### src/rtl/nn_pkg.sv
// Shared definitions for the MAC neuron: FSM state encoding and default widths.
package nn_pkg;

    localparam int DEFAULT_DATA_W = 16;
    localparam int DEFAULT_SUM_W  = 24;

    typedef enum logic [1:0] {
        IDLE = 2'd0,
        ACC  = 2'd1,
        ACT  = 2'd2,
        HOLD = 2'd3
    } state_t;

endpackage

### src/rtl/nn_mac_step.sv
// One combinational multiply-accumulate step: o_acc = i_acc + i_x * i_w.
// Build option NN_MAC_SATURATE_EN: clamp the result to the signed SUM_W range
// and raise o_sat when the clamp engages. Without it the add wraps and o_sat is 0.
module nn_mac_step
#(
    parameter int DATA_W = 16,
    parameter int SUM_W  = 24
) (
    input  logic signed [DATA_W-1:0] i_x,
    input  logic signed [DATA_W-1:0] i_w,
    input  logic signed [SUM_W-1:0]  i_acc,
    output logic signed [SUM_W-1:0]  o_acc,
    output logic                     o_sat
);

`ifdef NN_MAC_SATURATE_EN
    // Wide enough to hold the exact product plus accumulator without overflow.
    localparam int CALC_W = ((SUM_W > 2*DATA_W) ? SUM_W : 2*DATA_W) + 1;

    localparam logic signed [CALC_W-1:0] SUM_MAX =
        {{(CALC_W-SUM_W+1){1'b0}}, {(SUM_W-1){1'b1}}};
    localparam logic signed [CALC_W-1:0] SUM_MIN =
        {{(CALC_W-SUM_W+1){1'b1}}, {(SUM_W-1){1'b0}}};

    logic signed [CALC_W-1:0] w_x_ext;
    logic signed [CALC_W-1:0] w_w_ext;
    logic signed [CALC_W-1:0] w_acc_ext;
    logic signed [CALC_W-1:0] w_sum;

    assign w_x_ext   = {{(CALC_W-DATA_W){i_x[DATA_W-1]}}, i_x};
    assign w_w_ext   = {{(CALC_W-DATA_W){i_w[DATA_W-1]}}, i_w};
    assign w_acc_ext = {{(CALC_W-SUM_W){i_acc[SUM_W-1]}}, i_acc};
    assign w_sum     = w_acc_ext + w_x_ext * w_w_ext;

    // Clamp the exact sum into the accumulator range.
    always_comb begin
        // NOTE: every output gets a default first so no path leaves it unassigned (no latch).
        o_acc = w_sum[SUM_W-1:0];
        o_sat = 1'b0;
        if (w_sum > SUM_MAX) begin
            o_acc = SUM_MAX[SUM_W-1:0];
            o_sat = 1'b1;
        end else if (w_sum < SUM_MIN) begin
            o_acc = SUM_MIN[SUM_W-1:0];
            o_sat = 1'b1;
        end
    end
`else
    // Operands extended to SUM_W: the product is then exact modulo 2^SUM_W.
    logic signed [SUM_W-1:0] w_x_ext;
    logic signed [SUM_W-1:0] w_w_ext;

    assign w_x_ext = {{(SUM_W-DATA_W){i_x[DATA_W-1]}}, i_x};
    assign w_w_ext = {{(SUM_W-DATA_W){i_w[DATA_W-1]}}, i_w};
    assign o_acc   = i_acc + w_x_ext * w_w_ext;
    assign o_sat   = 1'b0;
`endif

endmodule

### src/rtl/nn_mac_neuron.sv
// Sequential MAC neuron: accepts an operand set, accumulates one product per
// cycle starting from the bias, then presents a thresholded decision and the
// pre-activation sum until the consumer takes it.
// Build option NN_MAC_SATURATE_EN: saturating accumulation with sticky sat flag.
module nn_mac_neuron
    import nn_pkg::*;
#(
    parameter int N_INPUTS = 4,
    parameter int DATA_W   = DEFAULT_DATA_W,
    parameter int SUM_W    = DEFAULT_SUM_W
) (
    input  logic                       clk,
    input  logic                       rst,
    input  logic                       in_valid,
    output logic                       in_ready,
    input  logic [N_INPUTS*DATA_W-1:0] x_vec,
    input  logic [N_INPUTS*DATA_W-1:0] w_vec,
    input  logic [DATA_W-1:0]          bias,
    output logic                       out_valid,
    input  logic                       out_ready,
    output logic                       out,
    output logic [SUM_W-1:0]           sum,
    output logic                       sat
);

    localparam int                IDX_W    = $clog2(N_INPUTS);
    localparam logic [IDX_W-1:0]  LAST_IDX = IDX_W'(N_INPUTS - 1);

    state_t                    r_state;
    state_t                    w_next_state;
    logic                      w_accept;

    logic signed [DATA_W-1:0]  r_x [N_INPUTS];
    logic signed [DATA_W-1:0]  r_w [N_INPUTS];
    logic [IDX_W-1:0]          r_idx;
    logic signed [SUM_W-1:0]   r_acc;
    logic                      r_acc_sat;
    logic                      r_out;
    logic [SUM_W-1:0]          r_sum;
    logic                      r_sat;

    logic signed [SUM_W-1:0]   w_step_acc;
    logic                      w_step_sat;

    assign w_accept = in_ready && in_valid;

    // State register; reset wins over any handshake in the same cycle.
    always_ff @(posedge clk) begin
        // NOTE: sequential state uses non-blocking assignments so all registers update together.
        if (rst) r_state <= IDLE;
        else     r_state <= w_next_state;
    end

    // Next-state decision.
    always_comb begin
        w_next_state = r_state;
        case (r_state)
            IDLE:    if (in_valid)           w_next_state = ACC;
            ACC:     if (r_idx == LAST_IDX)  w_next_state = ACT;
            ACT:                             w_next_state = HOLD;
            HOLD:    if (out_ready)          w_next_state = IDLE;
            default:                         w_next_state = IDLE;
        endcase
    end

    // Handshake outputs decoded from the current state.
    always_comb begin
        in_ready  = 1'b0;
        out_valid = 1'b0;
        case (r_state)
            IDLE:    in_ready  = 1'b1;
            HOLD:    out_valid = 1'b1;
            default: ;
        endcase
    end

    // Operand capture on the accepting edge only.
    always_ff @(posedge clk) begin
        // NOTE: operand registers carry no reset; they are only read in ACC, after a load.
        if (!rst && w_accept) begin
            for (int i = 0; i < N_INPUTS; i++) begin
                r_x[i] <= x_vec[i*DATA_W +: DATA_W];
                r_w[i] <= w_vec[i*DATA_W +: DATA_W];
            end
        end
    end

    nn_mac_step #(
        .DATA_W (DATA_W),
        .SUM_W  (SUM_W)
    ) u_step (
        .i_x   (r_x[r_idx]),
        .i_w   (r_w[r_idx]),
        .i_acc (r_acc),
        .o_acc (w_step_acc),
        .o_sat (w_step_sat)
    );

    // Accumulator, index and result registers.
    always_ff @(posedge clk) begin
        if (rst) begin
            r_idx     <= '0;
            r_acc     <= '0;
            r_acc_sat <= 1'b0;
            r_out     <= 1'b0;
            r_sum     <= '0;
            r_sat     <= 1'b0;
        end else begin
            case (r_state)
                IDLE: begin
                    if (in_valid) begin
                        r_acc     <= {{(SUM_W-DATA_W){bias[DATA_W-1]}}, bias};
                        r_idx     <= '0;
                        r_acc_sat <= 1'b0;
                    end
                end
                ACC: begin
                    r_acc     <= w_step_acc;
                    r_acc_sat <= r_acc_sat | w_step_sat;
                    r_idx     <= (r_idx == LAST_IDX) ? '0 : r_idx + 1'b1;
                end
                ACT: begin
                    // Strictly positive fires; zero does not.
                    r_out <= !r_acc[SUM_W-1] && (r_acc != '0);
                    r_sum <= r_acc;
                    r_sat <= r_acc_sat;
                end
                default: ;
            endcase
        end
    end

    assign out = r_out;
    assign sum = r_sum;
    assign sat = r_sat;

endmodule

### config.mk
export PLATFORM = sky130hd
export DESIGN_NAME = nn_mac_neuron
export DESIGN_NICKNAME = d
export VERILOG_FILES = /design/src/rtl/nn_pkg.sv /design/src/rtl/nn_mac_step.sv /design/src/rtl/nn_mac_neuron.sv
export SDC_FILE = /design/constraint.sdc
export NUM_CORES = 1
export LEC_CHECK = 0
export CAP_MARGIN = 20
export CORE_ASPECT_RATIO = 1.25
export CORE_MARGIN = 4
export CORE_UTILIZATION = 35
export CTS_CLUSTER_DIAMETER = 40
export CTS_CLUSTER_SIZE = 28
export DETAILED_ROUTE_END_ITERATION = 6
export GPL_ROUTABILITY_DRIVEN = 0
export GPL_TIMING_DRIVEN = 0
export PLACE_DENSITY = 0.51
export SLEW_MARGIN = 40
export SYNTH_ARGS = -nofsm -noshare
export SYNTH_HDL_FRONTEND = slang
export SYNTH_HIERARCHICAL = 1
export SYNTH_SLANG_ARGS = --single-unit
### constraint.sdc
create_clock -name clk -period 12.4 [get_ports clk]
set_input_delay 1.86 -clock clk [delete_from_list [all_inputs] [get_ports clk]]
set_output_delay 1.86 -clock clk [all_outputs]
set_load 0.01 [all_outputs]
==> flow_summary.yaml <==
sta:
  finalCritPeriodShare_pct: 63.25
  slew_viol_final: 0
  fin_ws_ns: 4.557
  hold_violations: 0
  fin_crit_ns: 7.843
  setup_tns_ns: 0
  rsz0062_at_grt: "false"
  clock_skew_ns: 0.01423
  fmax_ghz: 0.1275
  tightest_slew_ns: 0.7589
  setup_viol: 0
  hold_slack_ns: 0.4964
  slew_headroom_pct: 49.41
setup_path:
  endpoint: "r_acc[23]"
  required_ns: 12.74
  path_common_cell: "fa_1"
  critPathLaunchType: "flop"
  critPathSlowestCell: "fa_1"
  path_buf_inv: 5
  path_cells: "buf_1 > mux4_2 > clkbuf_1 > nand2_1 > fa_1 > inv_1 > fa_1 > fa_1 > fa_1 > fa_1 > inv_1 > fa_1 > inv_1 > ha_1 > and2_1 > a2111oi_0 > nand3_1 > a41oi_1 > xnor2_1 > a211oi_1 > nor3_1"
  cp-end-kind: "flop"
  critPathArrivalTime_ns: 8.18
  crit_path_max_fanout: 10
  critPathTopFamily: "adder cells"
  timing.rr.end: "r_acc[23]"
  cpPeakStageDelay_ns: 0.78
  crit_cells: 21
  rrSetupSlack_ns: 4.56
  rr_worst_depth: 21
  path_class: "reg -> reg"
global_routing:
  antenna_found_initial: 2
  grt_pass1_vias: 11535
  grt_max_degree: 23
  grtUsageTotal_pct: 17.74
  grt_pass1_wl_um: 64650
  overflow: 0
logic_synthesis:
  postSynthCellCount: 1414
  synth_edf_count: 128
  syn-cell-area_um2: 15640
  ys_ff_latch: 185
  synth_area_leaders: "fa_1, edfxtp_1, inv_1, dfxtp_1, ha_1"
  yosys_warnings: 6
  synth.distinct_cells: 59
  synth_ff_type: "edfxtp_1"
  synth.avg_cell_area_um2: 11.06
  synth_top_area_share_pct: 26.75
  synth_fp_nets: 1857
  synth.yosys.seq_area_share_pct: 31.87
  yosys.area.top_type: "fa_1"
  synthArstFlopShare_pct: 0
drt:
  wl_met3_um: 1650
  drtIter0Drc: 332
  finalWirelength_um: 41670
  first_pass_iters: 7
  wl_per_cell_um: 18.94
  met2_length_um: 22070
  ant_nets: 0
  drc_errors: 6
  met1_length_um: 17250
  detail_route.vias_per_cell: 4.729
  vias: 10404
  top_layer: "met5"
floorplanning:
  initial_core_util_pct: 35.45
  fp-row-count: 86
  die_h_um: 244.3
  io_pins: 176
  die-area_um2: 48150
  core_area_um2: 44120
  die_w_um: 197.1
final_layout:
  final_cell_mix: "inv_1, fa_1, clkdlybuf4s50_1, edfxtp_1, and2_1"
  post-route-cell-area_um2: 18800
  area_delta_synth_final_pct: 20.20
  layout.area.seq_um2: 4985
  final_common_cell: "inv_1"
  drive_above_1_share_pct: 6.277
  fin_nets: 2058
  fill_cells: 4315
  multi_input_area_um2: 9173
clock_tree:
  cts_hold_buf: 0
  clk_root_buffer_cell: "clkbuf_16"
  clk_pin_slew_ns: 0.08
  cts_resized: 0
  cts_tree: "yes"
  cts_buffer_depth: 2
  cts_buffers: 17
  cts_max_level: 4
  clkLatencyLatePin_ns: 0.46
  clock-sinks: 185
  postCtsSetupBuffers: 0
min_path:
  min_path_cells: 2
  hold_path.class: "reg -> reg"
flow_run:
  drv_cap: 0
placed_design:
  postPlaceCellArea_um2: 18240
  pre_cts_ws_ns: 4.453
  hpwl_um: 34870
  port_buffers: 175
run_status:
  status: "finished, violations left"
  violations: "design-rule violations"
## worst register-to-register path, stage by stage (launching register included)
cell	delay, ns
dfxtp_1	0.50
buf_1	0.55
mux4_2	0.53
clkbuf_1	0.46
nand2_1	0.21
fa_1	0.78
inv_1	0.10
fa_1	0.52
fa_1	0.45
fa_1	0.51
fa_1	0.49
inv_1	0.05
fa_1	0.47
inv_1	0.04
ha_1	0.33
and2_1	0.19
a2111oi_0	0.56
nand3_1	0.22
a41oi_1	0.31
xnor2_1	0.14
a211oi_1	0.27
nor3_1	0.06
## stage by stage
stage / utilization, % / instances
global placement: 41.04 / 2161
global route: 42.59 / 2197
detailed placement: 41.35 / 2168
CTS: 42.59 / 2197
finish: 42.61 / 2200
floorplan: - / 1414
## routing by layer
layer / GRT usage [%] / up-vias
met2: 31.97 / 223
met5: 0 / -
li1: - / 4864
met1: 22.01 / 5276
met3: 3.348 / 39
met4: 4.141 / 2
## flip-flops by register name, indices dropped and copies added, names as in the netlist, named ones only
| signal | count |
|---|---|
| r_w | 64 |
| sat | 1 |
| r_acc | 24 |
| r_state | 2 |
| r_x | 64 |
| out | 1 |
| r_idx | 2 |
| r_acc_sat | 1 |
| sum | 24 |
## synthesized netlist by cell type, drive strengths merged, types with 25 or more instances
cell type	n
clkbuf	38
xnor2	31
and2	121
mux4	32
edfxtp	128
a211oi	25
dfxtp	57
nor2	69
ha	86
fa	209
nand2	107
inv	321
mux2i	41
## final cells by class
| type | count | share of cell area [%] |
|---|---|---|
| well taps | 572 | 3.807 |
| inverters | 321 | 6.410 |
| multi-input cells | 848 | 48.80 |
| clock inverters | 11 | 0.6257 |
| flip-flops and latches | 185 | 26.52 |
| clock buffers | 18 | 2.283 |
| diodes | 3 | 0.03994 |
| plain buffers | 60 | 1.511 |
| repair buffers | 182 | 10.01 |
## cell families after synthesis
logic type / after synthesis / synth area share [%]
flip-flops: 185 / 31.87
adder cells (fa/ha/maj): 295 / 33.63
AO/OA/AOI/OAI: 92 / 4.377
multiplexers: 74 / 7.329
AND/OR/NAND/NOR: 349 / 11.08
XOR/XNOR: 37 / 2.160
buffers and inverters: 381 / 9.521
other: 1 / 0.02398
## worst min-delay path by stage
stage / to / slack [ns] / start
final: sum[20] / 0.50 / sum[20]
after global routing: sum[4] / 0.53 / sum[4]
after CTS: sum[20] / 0.51 / sum[20]
after detailed placement: sum[20] / 0.49 / sum[20]
after global placement: sum[5] / 0.47 / sum[5]
after floorplan: flop / 0.46 / r_idx[0]
Power is left out: the tool's default activity adds up to more than one toggle a clock period on the data nets, which glitch-free logic cannot reach.
==> variant 1 (same flow settings) <==
The parameter `N_INPUTS` goes from 4 to 8.
--- a/src/rtl/nn_mac_neuron.sv
+++ b/src/rtl/nn_mac_neuron.sv
@@ -5,7 +5,7 @@
 module nn_mac_neuron
     import nn_pkg::*;
 #(
-    parameter int N_INPUTS = 4,
+    parameter int N_INPUTS = 8,
     parameter int DATA_W   = DEFAULT_DATA_W,
     parameter int SUM_W    = DEFAULT_SUM_W
 ) (
Interface: changed (resized w_vec and x_vec); port bits go from 176 to 304. No check against the original RTL was run, so the function may have changed too.
==> variant 1 against the unedited design <==
- first-iteration DRC count is 88% higher
- global-route usage rose by 0.47 points
- via count increased by 25%
- sequential cell count rose by 130
- area after synthesis grew 32%
- routed wire length up 36%
- critical path type unchanged
- worst setup slack lost 0.35 ns
- worst hold slack got worse by 0.0046 ns
- core utilization up 2.8 points
- cell area grew 41%
Power is not shown: default switching activity piles up to over one toggle a cycle in this logic, so the estimate is an artifact.
==> variant 1: results (changes against the unedited design) <==
stage	metric	value	unit	change
status	status	complete, no violations		was finished with violations
finish	clock buf count	45		was 18
detailed_routing	DR iter-0 viols	625		was 332
placed_design	pre-CTS setup slack	4.119	ns	was 4.453 ns
synth	post-synthesis register bit count	315		was 185
finish	count of multi-input gates	902		was 848
timing	Worst Tran Pin Value	0.7411	ns	was 0.7589 ns
finish	share of cells above drive strength 1	8.809	%	was 6.277%
finish	invs w/o clock	315		was 321
synth	Synth cell types	51		was 59
synth	Post-Syn Area per Cell	12.90	um2	was 11.06 um2
synth	Synth area leaders	edfxtp_1 (37%), fa_1 (20%), inv_1 (5.7%), dfxtp_1 (5.7%), ha_1 (5.3%)		was fa_1 (27%), edfxtp_1 (25%), inv_1 (7.7%), dfxtp_1 (7.3%), ha_1 (6.9%)
finish	Ant. Diodes	6		was 3
global_route	initial antenna violation count	14		was 2
detailed_routing	DRT Pass-1 Iters	4		was 7
placed_design	Placed Cells	2676		was 2168
critical_path	Critical Path AT	8.62	ns	was 8.18 ns
critical_path	CP Max Fanout	10		unchanged
detailed_routing	number of vias in the routed layout	13020		was 10400
finish	proportion of cell area occupied by registers	33.43	%	was 26.52%
finish	non-clock buffer share of cell area	13.85	%	was 11.52%
synth	EDFF count, synth	256		was 128
global_route	met2 Usage GRT	31.61	%	was 31.97%
detailed_routing	Metal-1 WL	22790	um	was 17250 um
detailed_routing	DR WL met2	28930	um	was 22070 um
detailed_routing	WL final	56860	um	was 41670 um
finish	filler cell count	5361		was 4315
synth	sequential area share after synthesis	42.93	%	was 31.87%
placed_design	DP Area	24950	um2	was 18240 um2
clock_network	deepest clock path buffer count	3		was 2
detailed_routing	Max Used Layer	met5		unchanged
finish	Non-CTS buffers	387		was 242
finish	ClkCell Share	5.909	%	was 2.909%
synth	Commonest cells post-synth	inv_1 (315), edfxtp_1 (256), fa_1 (209)		was inv_1 (321), fa_1 (209), edfxtp_1 (128)
detailed_routing	metal3 WL	3671	um	was 1650 um
synth	Mapped Area	20660	um2	was 15640 um2
clock_network	CTS H-tree depth	2		was 4
global_route	Overall Global Routing Usage	18.22	%	was 17.74%
placed_design	# port buffers	303		was 175
finish	fraction of area in multi-input gates	38.73	%	was 48.80%
placed_design	DP HPWL	45810	um	was 34870 um
finish	biggest registers after layout	r_w (128), r_x (128)		was r_w (64), r_x (64)
## variant 1: cell count changes after synthesis, sizes merged, moves of 5 or more
| cell | before | now |
|---|---|---|
| clkbuf | 38 | 43 |
| nor2 | 69 | 64 |
| buf | 22 | 27 |
| nand2 | 107 | 115 |
| inv | 321 | 315 |
| mux2 | 1 | 33 |
| mux4 | 32 | 64 |
| edfxtp | 128 | 256 |
## variant 1: critical path, cell delays in order (launching register included)
cell	delay [ns]
dfxtp_1	0.32
buf_1	0.53
buf_1	0.60
mux2_2	0.50
clkbuf_1	0.36
and2_1	0.28
fa_1	0.55
inv_1	0.07
fa_1	0.56
fa_1	0.46
fa_1	0.55
inv_1	0.05
fa_1	0.47
inv_1	0.06
fa_1	0.51
inv_1	0.05
ha_1	0.34
a211o_1	0.36
a21oi_4	0.21
nand3_1	0.12
a211o_1	0.30
a31o_1	0.23
a21oi_2	0.14
xnor2_1	0.08
a211oi_1	0.24
nor3_1	0.07
## variant 1: kinds of logic (layout without fill, tap and decap cells)
kind of cell	after synthesis	after routing	share of synthesized area [%]
fa+ha+maj	296	296	25.52
xor+xnor	40	40	1.696
mux	138	138	11.49
compound gates	81	81	2.737
other cells	1	7	0.01815
buf+inv	385	781	7.376
flops	315	315	42.93
simple gates	346	346	8.236
## variant 1: path summary, 6_finish.rpt
path / end / slack [ns] / cells after the start
setup / recovery: r_acc[22]$_SDFFE_PP0P_ / 4.21 / 25
hold / removal: sum[14]$_SDFFE_PP0P_ / 0.49 / 2
setup reg to reg: r_acc[22]$_SDFFE_PP0P_ / 4.21 / 25
hold reg to reg: sum[14]$_SDFFE_PP0P_ / 0.49 / 2
==> variant 2 (config.mk and constraints unchanged) <==
Without the edit above. Re-encode `state_t` (4 states) as one-hot, 4 bits wide.
--- a/src/rtl/nn_pkg.sv
+++ b/src/rtl/nn_pkg.sv
@@ -4,11 +4,11 @@
     localparam int DEFAULT_DATA_W = 16;
     localparam int DEFAULT_SUM_W  = 24;
 
-    typedef enum logic [1:0] {
-        IDLE = 2'd0,
-        ACC  = 2'd1,
-        ACT  = 2'd2,
-        HOLD = 2'd3
+    typedef enum logic [3:0] {
+        IDLE = 4'b0001,
+        ACC  = 4'b0010,
+        ACT  = 4'b0100,
+        HOLD = 4'b1000
     } state_t;
 
 endpackage
Behaviour: same outputs for any inputs over 4 cycles, from zero or initial values and one cycle with rst high; so few cycles prove little.
==> variant 2 against the unedited design <==
- count of clock-buffer cells in the layout is 1 lower
- routed wire length shrank 0.38%
- cell count up 3.0%
- global-route usage is 0.072 points higher
- cell area is essentially flat
- critical path type unchanged
- largest cell class unchanged
- critical path depth up 4
- area after synthesis about the same
- non-clock buffer count is 19 higher
- worst setup slack got worse by 0.065 ns
- sequential cell count is 2 higher
Power is not shown: default switching activity piles up to over one toggle a cycle in this logic, so the estimate is an artifact.
==> variant 2: results (changes against the unedited design) <==
stage	metric	value	unit	change
placed_design	DP Area	18220	um2	was 18240 um2
synth	Synth cell types	61		was 59
synth	synthesized instance count	1470		was 1414
global_route	first-pass GRT wire length	65610	um	was 64650 um
synth	post-synthesis mux area share	4.608	%	was 7.329%
finish	filler cell count	4367		was 4315
global_route	Overall Global Routing Usage	17.82	%	was 17.74%
placed_design	# port buffers	173		was 175
critical_path	CP Max Fanout	10		unchanged
finish	Ant. Diodes	0		was 3
synth	Synth area leaders	fa_1 (27%), edfxtp_1 (25%), inv_1 (7.7%), dfxtp_1 (7.6%), ha_1 (6.6%)		was fa_1 (27%), edfxtp_1 (25%), inv_1 (7.7%), dfxtp_1 (7.3%), ha_1 (6.9%)
timing	Slew HR	48.31	%	was 49.41%
detailed_routing	via/cell ratio	4.726		was 4.729
synth	sequential area share after synthesis	32.13	%	was 31.87%
synth	syn_nets	1909		was 1857
detailed_routing	DR iter-0 viols	340		was 332
status	status	complete, no violations		was finished with violations
synth	xor/xnor share of the synthesized area	2.160	%	about the same
critical_path	FF-to-FF path depth	25		was 21
timing	Clock Skew	0.01450	ns	was 0.01423 ns
detailed_routing	WL final	41510	um	was 41670 um
finish	final net count	2119		was 2058
critical_path	Critical Path AT	8.30	ns	was 8.18 ns
global_route	largest net degree at the start of global routing	20		was 23
critical_path	Setup crit end	r_acc[22]$_SDFFE_PP0P_		was r_acc[23]$_SDFFE_PP0P_
global_route	number of global-route vias before repair	11740		was 11540
critical_path	Slowest-stage cell, CP	dfxtp_1		was fa_1
placed_design	DP HPWL	34940	um	was 34870 um
placed_design	Placed Cells	2233		was 2168
detailed_routing	DRT Pass-1 Iters	5		was 7
synth	compound-gate portion of the synthesized area	6.344	%	was 4.376%
detailed_routing	per-cell routed wire length	18.33	um	was 18.94 um
global_route	initial antenna violation count	1		was 2
critical_path	setup slack, reg-to-reg	4.49	ns	was 4.56 ns
synth	Commonest cells post-synth	inv_1 (322), fa_1 (209), nand2_1 (157)		was inv_1 (321), fa_1 (209), edfxtp_1 (128)
variant 2: cell count changes after synthesis, moves of 7 or more:
cell and delta:
nand3_1 +15, nand2_1 +50, a31oi_1 +15, a211oi_1 -11, o21ai_0 +48, nor3_1 -7, mux2i_1 -41, a21oi_1 +35
nor2_1 -51, clkbuf_1 +14, a211oi_2 -10
variant 2: worst min-delay path by stage:
stage | startpoint | endpoint | slack, ns | depth (start not counted)
floorplan | r_acc_sat$_SDFFE_PP0P_ | sat$_SDFFE_PP0N_ | 0.43 | 2
global placement | sum[2]$_SDFFE_PP0N_ | sum[2]$_SDFFE_PP0N_ | 0.44 | 2
detailed placement | sum[6]$_SDFFE_PP0N_ | sum[6]$_SDFFE_PP0N_ | 0.45 | 2
CTS | sum[6]$_SDFFE_PP0N_ | sum[6]$_SDFFE_PP0N_ | 0.46 | 2
global route | sum[14]$_SDFFE_PP0N_ | sum[14]$_SDFFE_PP0N_ | 0.48 | 2
finish | sum[22]$_SDFFE_PP0N_ | sum[22]$_SDFFE_PP0N_ | 0.46 | 2
variant 2: cells by family after synthesis:
logic type / count (synthesis)
adders and majority gates: 291
muxes: 32
other: 1
and+or+nand+nor: 359
buffers and inverters: 393
DFF: 187
xor gates and xnor gates: 37
AOI/OAI and AO/OA: 170
variant 2: layout make-up:
cell class	count	share of cell area, %
Multi-Input combinational cell	890	48.40
Sequential cell	187	26.73
Timing Repair Buffer	191	9.870
Inverter	323	6.449
Tap cell	572	3.807
Clock buffer	17	2.263
Buffer	70	1.710
Clock inverter	15	0.7786
variant 2: worst min-delay path, cell delays in order (launching register included):
cell	delay [ns]
dfxtp_1	0.31
nand2_1	0.05
a21oi_1	0.05
variant 2: layer usage:
metal	track usage (%)	vias to the layer above	share of wire, %
met3	3.734	47	5.1
met5	0	-	0
met1	21.92	5319	41
li1	-	5086	-
met4	6.018	0	2.7
met2	31.12	252	51
variant 2: stage by stage:
step	hold WS (ns)	TNS, ns	utilization (%)	setup slack (ns)
after floorplan	0.4316	0	-	0.4768
after global placement	0.4448	-446.42	41.00	-3.505
after detailed placement	0.4486	0	41.30	4.381
after CTS	0.4600	0	42.60	4.357
after global routing	0.4761	0	42.61	3.875
final	0.4568	0	42.61	4.492
